**src/rtl/display_pkg.sv**
```systemverilog
// display_pkg: active-low segment codes ({g,f,e,d,c,b,a}) shared by the
// hex decoder and the scanning display driver.
package display_pkg;

  localparam logic [6:0] SEG_0 = 7'b1000000;
  localparam logic [6:0] SEG_1 = 7'b1111001;
  localparam logic [6:0] SEG_2 = 7'b0100100;
  localparam logic [6:0] SEG_3 = 7'b0110000;
  localparam logic [6:0] SEG_4 = 7'b0011001;
  localparam logic [6:0] SEG_5 = 7'b0010010;
  localparam logic [6:0] SEG_6 = 7'b0000010;
  localparam logic [6:0] SEG_7 = 7'b1111000;
  localparam logic [6:0] SEG_8 = 7'b0000000;
  localparam logic [6:0] SEG_9 = 7'b0010000;
  localparam logic [6:0] SEG_A = 7'b0001000;
  localparam logic [6:0] SEG_B = 7'b0000011;
  localparam logic [6:0] SEG_C = 7'b1000110;
  localparam logic [6:0] SEG_D = 7'b0100001;
  localparam logic [6:0] SEG_E = 7'b0000110;
  localparam logic [6:0] SEG_F = 7'b0001110;

  // All segments off (active-low).
  localparam logic [6:0] SEG_APAGADO = 7'b1111111;

endpackage

```
**src/rtl/decodificador_hex.sv**
```systemverilog
// decodificador_hex: combinational 4-bit hex to active-low 7-segment decoder.
module decodificador_hex
  import display_pkg::*;
(
  input  logic [3:0] nibble_i,
  output logic [6:0] seg_o
);

  // Table lookup of the segment pattern for one hex digit.
  always_comb begin
    seg_o = SEG_APAGADO;
    case (nibble_i)
      4'h0: seg_o = SEG_0;
      4'h1: seg_o = SEG_1;
      4'h2: seg_o = SEG_2;
      4'h3: seg_o = SEG_3;
      4'h4: seg_o = SEG_4;
      4'h5: seg_o = SEG_5;
      4'h6: seg_o = SEG_6;
      4'h7: seg_o = SEG_7;
      4'h8: seg_o = SEG_8;
      4'h9: seg_o = SEG_9;
      4'hA: seg_o = SEG_A;
      4'hB: seg_o = SEG_B;
      4'hC: seg_o = SEG_C;
      4'hD: seg_o = SEG_D;
      4'hE: seg_o = SEG_E;
      4'hF: seg_o = SEG_F;
      default: seg_o = SEG_APAGADO;
    endcase
  end

endmodule

```
**src/rtl/display_varredura.sv**
```systemverilog
// display_varredura: multiplexed driver for N common-anode 7-segment digits.
// Latches a packed hex word on `carga`, scans one digit every DIV_VARREDURA
// cycles and drives registered active-low anode/segment/point pins, with a
// one-cycle `fim_quadro` pulse when digit 0 is shown again after a wrap.
// Optional feature: define SUPRESSAO_ZEROS_EN to blank leading zero digits.
module display_varredura
  import display_pkg::*;
#(
  parameter int N_DIGITOS     = 4,
  parameter int DIV_VARREDURA = 50000
)
(
  input  logic                   clock,
  input  logic                   reset,
  input  logic                   carga,
  input  logic [4*N_DIGITOS-1:0] valor,
  input  logic [N_DIGITOS-1:0]   pontos,
  input  logic                   habilita,
  output logic [N_DIGITOS-1:0]   anodos,
  output logic [6:0]             segmentos,
  output logic                   ponto,
  output logic                   fim_quadro
);

  localparam int IW = (N_DIGITOS > 1) ? $clog2(N_DIGITOS) : 1;
  localparam int CW = $clog2(DIV_VARREDURA);
  localparam logic [IW-1:0] IDX_ULT = IW'(N_DIGITOS - 1);
  localparam logic [CW-1:0] CNT_ULT = CW'(DIV_VARREDURA - 1);

  genvar gi;

  logic [CW-1:0]          cnt_q, cnt_d;
  logic [IW-1:0]          idx_q, idx_d;
  logic [4*N_DIGITOS-1:0] dado_q, dado_d;
  logic [N_DIGITOS-1:0]   pontos_q, pontos_d;
  logic                   wrap_q, wrap_d;
  logic [N_DIGITOS-1:0]   anodos_q, anodos_d;
  logic [6:0]             seg_q, seg_d;
  logic                   ponto_q, ponto_d;
  logic                   fim_q, fim_d;

  logic                   tick;
  logic [3:0]             digito;
  logic                   ponto_sel;
  logic [6:0]             seg_dec;
  logic                   apagar;

  assign tick = (cnt_q == CNT_ULT);

  // Prescaler, digit index, wrap marker and shadow-register next state.
  always_comb begin
    cnt_d    = tick ? '0 : cnt_q + 1'b1;
    idx_d    = idx_q;
    if (tick) begin
      idx_d = (idx_q == IDX_ULT) ? '0 : idx_q + 1'b1;
    end
    // The wrap is delayed one cycle so the pulse lines up with digit 0 on the pins.
    wrap_d   = tick && (idx_q == IDX_ULT);
    dado_d   = carga ? valor  : dado_q;
    pontos_d = carga ? pontos : pontos_q;
  end

  // Select the nibble and decimal-point request of the digit being scanned.
  always_comb begin
    digito    = 4'h0;
    ponto_sel = 1'b0;
    for (int i = 0; i < N_DIGITOS; i++) begin
      if (idx_q == IW'(i)) begin
        digito    = dado_q[4*i +: 4];
        ponto_sel = pontos_q[i];
      end
    end
  end

  decodificador_hex u_decodificador (
    .nibble_i (digito),
    .seg_o    (seg_dec)
  );

`ifdef SUPRESSAO_ZEROS_EN
  // zeros_acima[i]: digit i and every more-significant digit are zero.
  // Digit 0 is never blanked so a zero value still shows a single 0.
  logic [N_DIGITOS-1:0] zeros_acima;
  assign zeros_acima[0] = 1'b0;
  for (gi = 1; gi < N_DIGITOS; gi++) begin : g_zeros
    assign zeros_acima[gi] = ~|dado_q[4*N_DIGITOS-1:4*gi];
  end

  // Blank flag of the digit being scanned.
  always_comb begin
    apagar = 1'b0;
    for (int i = 0; i < N_DIGITOS; i++) begin
      if (idx_q == IW'(i)) begin
        apagar = zeros_acima[i];
      end
    end
  end
`else
  assign apagar = 1'b0;
`endif

  // One-hot-low anode select; habilita only gates anodes, the scan keeps running.
  for (gi = 0; gi < N_DIGITOS; gi++) begin : g_anodos
    assign anodos_d[gi] = ~(habilita && (idx_q == IW'(gi)));
  end

  assign seg_d   = apagar ? SEG_APAGADO : seg_dec;
  assign ponto_d = ~ponto_sel;
  assign fim_d   = wrap_q;

  // State and output registers; reset wins over a coincident carga.
  always_ff @(posedge clock) begin
    if (reset) begin
      cnt_q    <= '0;
      idx_q    <= '0;
      dado_q   <= '0;
      pontos_q <= '0;
      wrap_q   <= 1'b0;
      anodos_q <= '1;
      seg_q    <= SEG_APAGADO;
      ponto_q  <= 1'b1;
      fim_q    <= 1'b0;
    end else begin
      cnt_q    <= cnt_d;
      idx_q    <= idx_d;
      dado_q   <= dado_d;
      pontos_q <= pontos_d;
      wrap_q   <= wrap_d;
      anodos_q <= anodos_d;
      seg_q    <= seg_d;
      ponto_q  <= ponto_d;
      fim_q    <= fim_d;
    end
  end

  assign anodos     = anodos_q;
  assign segmentos  = seg_q;
  assign ponto      = ponto_q;
  assign fim_quadro = fim_q;

endmodule

```
**config.mk**
```make
export PLATFORM = sky130hd
export DESIGN_NAME = display_varredura
export DESIGN_NICKNAME = d
export VERILOG_FILES = /design/src/rtl/display_pkg.sv /design/src/rtl/decodificador_hex.sv /design/src/rtl/display_varredura.sv
export SDC_FILE = /design/constraint.sdc
export NUM_CORES = 1
export LEC_CHECK = 0
export CORE_MARGIN = 2
export CORE_UTILIZATION = 45
export CTS_BUF_LIST = sky130_fd_sc_hd__clkbuf_4 sky130_fd_sc_hd__clkbuf_8
export DETAILED_ROUTE_END_ITERATION = 10
export PLACE_DENSITY = 0.8
export SETUP_SLACK_MARGIN = 0.02
export SYNTH_ARGS = -nofsm -noshare
export SYNTH_HDL_FRONTEND = slang
export SYNTH_SLANG_ARGS = --single-unit
```
**constraint.sdc**
```tcl
create_clock -name clock -period 3.1 [get_ports clock]
set_input_delay 0.62 -clock clock [delete_from_list [all_inputs] [get_ports clock]]
set_output_delay 0.62 -clock clock [all_outputs]
set_load 0.02 [all_outputs]
```
* After elaboration in Yosys (flattened, before gate mapping) *
Memories as Yosys holds them, arrays and structs flattened. A register that Yosys moved wholly into a read port is not among the register bits.
Cells that the tools add are included.

storage, ports and cells
  register bits after elaboration = 45
  memory bits (read-only) = 112
  bits of input ports = 24
  memories = 1

operators by class
  add/sub/neg operators = 2
  equality and inequality tests = 4
  muxes and demuxes = 9
  bitwise gates (word level) = 5
  reductions and logical operators = 7

memory list
  memory            words  bits a word  read ports  clocked after memory_dff  wr ports  line                     text
  (name not given)  16     7            1           1                         0         decodificador_hex.sv:12  case (nibble_i)

operators with widths
  cell                                                  number
  adder 16 x 1 -> 16 bit (second input constant)        1
  equality test 16 bit (second input constant)          1
  two-way mux 4 bit                                     4
  logical AND 1 bit                                     5
  inverter 1 bit                                        5
  equality test 2 bit (second input constant)           2
  two-way mux 1 bit                                     4
  adder 2 x 1 -> 2 bit (second input constant)          1
  equality test 2 x 1 -> 1 bit (second input constant)  1
  logical NOT 2 bit                                     1
  two-way mux 2 bit                                     1
  OR reduction 2 bit                                    1

* Depth between registers and ports, before layout *
  depth in word-level cells = 6
  depth in mapped cells = 10

* Cells and area by module *
A second synthesis with hierarchy kept.

unflattened totals
  cell total of the unflattened synthesis = 253
  area total of the unflattened synthesis = 2348.5 sq um

modules (own cells, without submodules)
  module             instances  cells each  area each (sq um)  seq. area each (sq um)
  display_varredura  1          221         2073.2             1041.0
  decodificador_hex  1          32          275.3              0.0

* Worst setup path after synthesis *
Ideal clock, no wire load.

  kind = flip-flop to flip-flop
  start point = register idx_q[1]
  end point = register seg_q[6] (netlist: segmentos[6])
  library setup time = 122 ps
  data arrival time = 2159 ps
  required time = 2978 ps
  path slack = 819 ps
  cell stages (with the launch flop) = 11
  clock period less this slack = 2281 ps
  cells stage by stage = dfxtp_1 > inv_1 > ha_1 > buf_2 > a211oi_1 > a221o_1 > inv_1 > ha_1 > nor3b_1 > a22o_1 > a221o_1

on the way
  cells in the longest elaborated chain, start to end = 5
  elaborated cells on any way between the ends = 8

ends and longest elaborated chain
  element                          line                      text
  start: declaration               display_varredura.sv:33   logic [IW-1:0] idx_q, idx_d;
  start signal: assignment         display_varredura.sv:125  idx_q <= idx_d;
  logical NOT 2 bit                display_varredura.sv:68   if (idx_q == IW'(i)) begin
  two-way mux 4 bit (3 in series)  display_varredura.sv:68
  two-way mux 4 bit (*)            display_varredura.sv:68
  end: declaration                 display_varredura.sv:38   logic [6:0] seg_q, seg_d;

Every way passes the cells marked *; elsewhere a longest branch is shown, timed or not.
A chain may end at the register's enable or synchronous reset.

* Final worst setup path *
  start point = register idx_q[0]
  end point = register seg_q[6] (netlist: segmentos[6])

Same word-level chain as after synthesis.

==> flow_summary.json <==
{
  "status": "finished, final reports clean",
  "fin_nets": 316,
  "overflow": 0,
  "final_hold_viol_count": 0,
  "critPathLaunchType": "flip-flop",
  "slew_headroom_pct": 64.33,
  "ios": 37,
  "hold_path.class": "reg -> reg",
  "leakagePower_uw": 0.001164,
  "cts_setup_buffers": 0,
  "fin_crit_ps": 2505,
  "finalPower_uw": 1403,
  "via_count": 1808,
  "floorplan.initialDensity_pct": 46.74,
  "cts_tree": "done",
  "io_buffer_count": 36,
  "slowest_stage": "dfxtp_1",
  "cts_resized": 0,
  "slew_violations": 0,
  "tns_ps": 0,
  "syn_avg_cell_area_um2": 9.704,
  "grt_antenna_before_repair": 0,
  "rsz0062_at_grt": "no",
  "vias_per_cell": 5.151,
  "yosys_warnings": 0,
  "post-route-period-util_pct": 80.79,
  "synth_nets": 281,
  "placementRows": 26,
  "vdd_ir_drop_max_mv": 0.2652,
  "netlist_top_cells_area": "dfxtp_1 (44%), mux2i_1 (9.2%), nor2_1 (6.3%)",
  "synth_flop_cell": "dfxtp_1",
  "worst_slew_pin_slew_ps": 535.1,
  "clock.fmax_mhz": 399.3,
  "place_ws_ps": 613.8,
  "worstPathRequired_ps": 3300,
  "drt_first_iter_violations": 69,
  "setup_slack_ps": 595.4,
  "cts.path.max_buffers": 2,
  "async_reset_ff_share_pct": 0,
  "firstDrtPassIters": 4,
  "holdBufCountCts": 0,
  "p_per_area_mw_per_mm2": 479.2,
  "grt_pass1_vias": 1765,
  "die_area_mm2": 0.005904,
  "synth_top_area_cell": "dfxtp_1",
  "synth_seq_cells": 52,
  "setup_viol": 0,
  "ys_types": 45,
  "cts_buffers": 5,
  "worst-path-max-fanout": 10,
  "synthCells": 246,
  "synth-seq-area-share_pct": 43.61,
  "ys_top_cells_by_count": "dfxtp_1 (52), nor2_1 (40), mux2i_1 (22)",
  "grt_max_degree": 21,
  "grt_pass1_wl_um": 8100,
  "final_area_mm2": 0.002927,
  "whs_ps": 458.1,
  "coreArea_mm2": 0.005107,
  "clk_latency_ps": 300,
  "die_width_um": 76.84,
  "gp_routability_congestion": 0.7904,
  "cp.arrival_ps": 2710,
  "critPathMaxStageDelay_ps": 400,
  "synth_top_area_share_pct": 43.61,
  "fill_cells": 466,
  "cp-end-kind": "flip-flop",
  "crit_chain": "inv_1 > ha_1 > a211oi_1 > a221o_1 > inv_1 > ha_1 > nor3b_1 > a22o_1 > a221o_1",
  "synth_edf_count": 0,
  "dp_hpwl_um": 3376,
  "grt_use_total_pct": 16.73,
  "ant_nets": 0,
  "max-cap-violations": 0,
  "drc": 0,
  "drive_gt1_share_pct": 5.694,
  "cts_max_level": 2,
  "cts.sinks": 52,
  "syn_area_mm2": 0.002387,
  "dpl_cell_area_mm2": 0.002798,
  "synthToLayoutAreaGrowth_pct": 22.59,
  "fin_skew_ps": 7.941,
  "antenna_cells": 0,
  "synth.most_common_cell": "dfxtp_1",
  "drt_wl_total_um": 4623,
  "wire_per_inst_um": 13.17,
  "crit_type": "reg -> reg",
  "die_h_um": 76.84,
  "ctsRootBufferMaster": "clkbuf_8",
  "clk_pin_slew_worst_paths_ps": 90
}
## final cells by class
class / count / area, um^2 / area share, %
multi-input cells: 173 / 1249 / 42.67
flip-flops and latches: 52 / 1041 / 35.57
repair buffers: 39 / 382.9 / 13.08
well taps: 70 / 87.58 / 2.993
clock buffers: 5 / 68.82 / 2.351
clock inverters: 2 / 60.06 / 2.052
inverters: 10 / 37.54 / 1.283
## report_power, final
part           internal (uW)  switching (uW)
sequential               696            15.9
clock                    318             213
combinational           86.2            73.2
total                   1100             302
## flip-flops by register name, summed over array words and instances (netlist names)
register,flops
cnt_q,16
dado_q,16
segmentos,7
anodos,4
pontos_q,4
idx_q,2
fim_d,1
fim_quadro,1
ponto,1
## per-stage QoR
step                      util (%)  instances
final                        57.30        351
after global routing         57.30        351
after CTS                    57.30        351
after detailed placement     54.78        344
after global placement       54.78        344
after floorplan                  -        246
## placed cells by master, fill, tap and decap left out, types with 3 or more instances in the layout
master,n
a211oi_1,3
a21oi_1,3
a221o_1,5
and3_1,4
buf_4,3
clkbuf_8,5
clkdlybuf4s50_1,36
dfxtp_1,52
ha_1,11
inv_1,10
mux2i_1,22
nand2_1,14
nand3_1,9
nand4_1,3
nor2_1,40
nor2b_1,4
nor3_1,3
nor3b_1,5
xnor2_1,9
xor2_1,4
## routing by layer
metal | part of all wire [%] | wire (um) | global-route usage [%]
met5 | 0 | 0 | 0
met4 | 1.6 | 76 | 6.727
met3 | 3.2 | 148 | 3.294
met2 | 43 | 2009 | 25.79
met1 | 52 | 2389 | 22.91
## critical path: cells and delay by family, from the launching register on
kind	cells	cell delay [ps]
AOI/OAI and AO/OA	4	1100
adders and majority gates	2	550
and+or+nand+nor	1	170
DFF	1	400
buffers and inverters	2	200
## worst paths after layout
path / startpoint / end / slack (ps) / cells after the start
worst min register to register: fim_d / fim_quadro / 460 / 1
worst max register to register: idx_q[0] / segmentos[6] / 600 / 9
worst max-delay path: idx_q[0] / segmentos[6] / 600 / 9
worst min-delay path: fim_d / fim_quadro / 460 / 1
## cell families after synthesis
family | count (synthesis) | share of synthesized area [%]
AOI/OAI and AO/OA | 26 | 9.539
buffers and inverters | 21 | 4.088
xor gates and xnor gates | 13 | 4.769
DFF | 52 | 43.61
adders and majority gates | 11 | 5.765
muxes | 23 | 9.696
and+or+nand+nor | 100 | 22.54
Note: power is estimated with default switching activity, not from simulation.
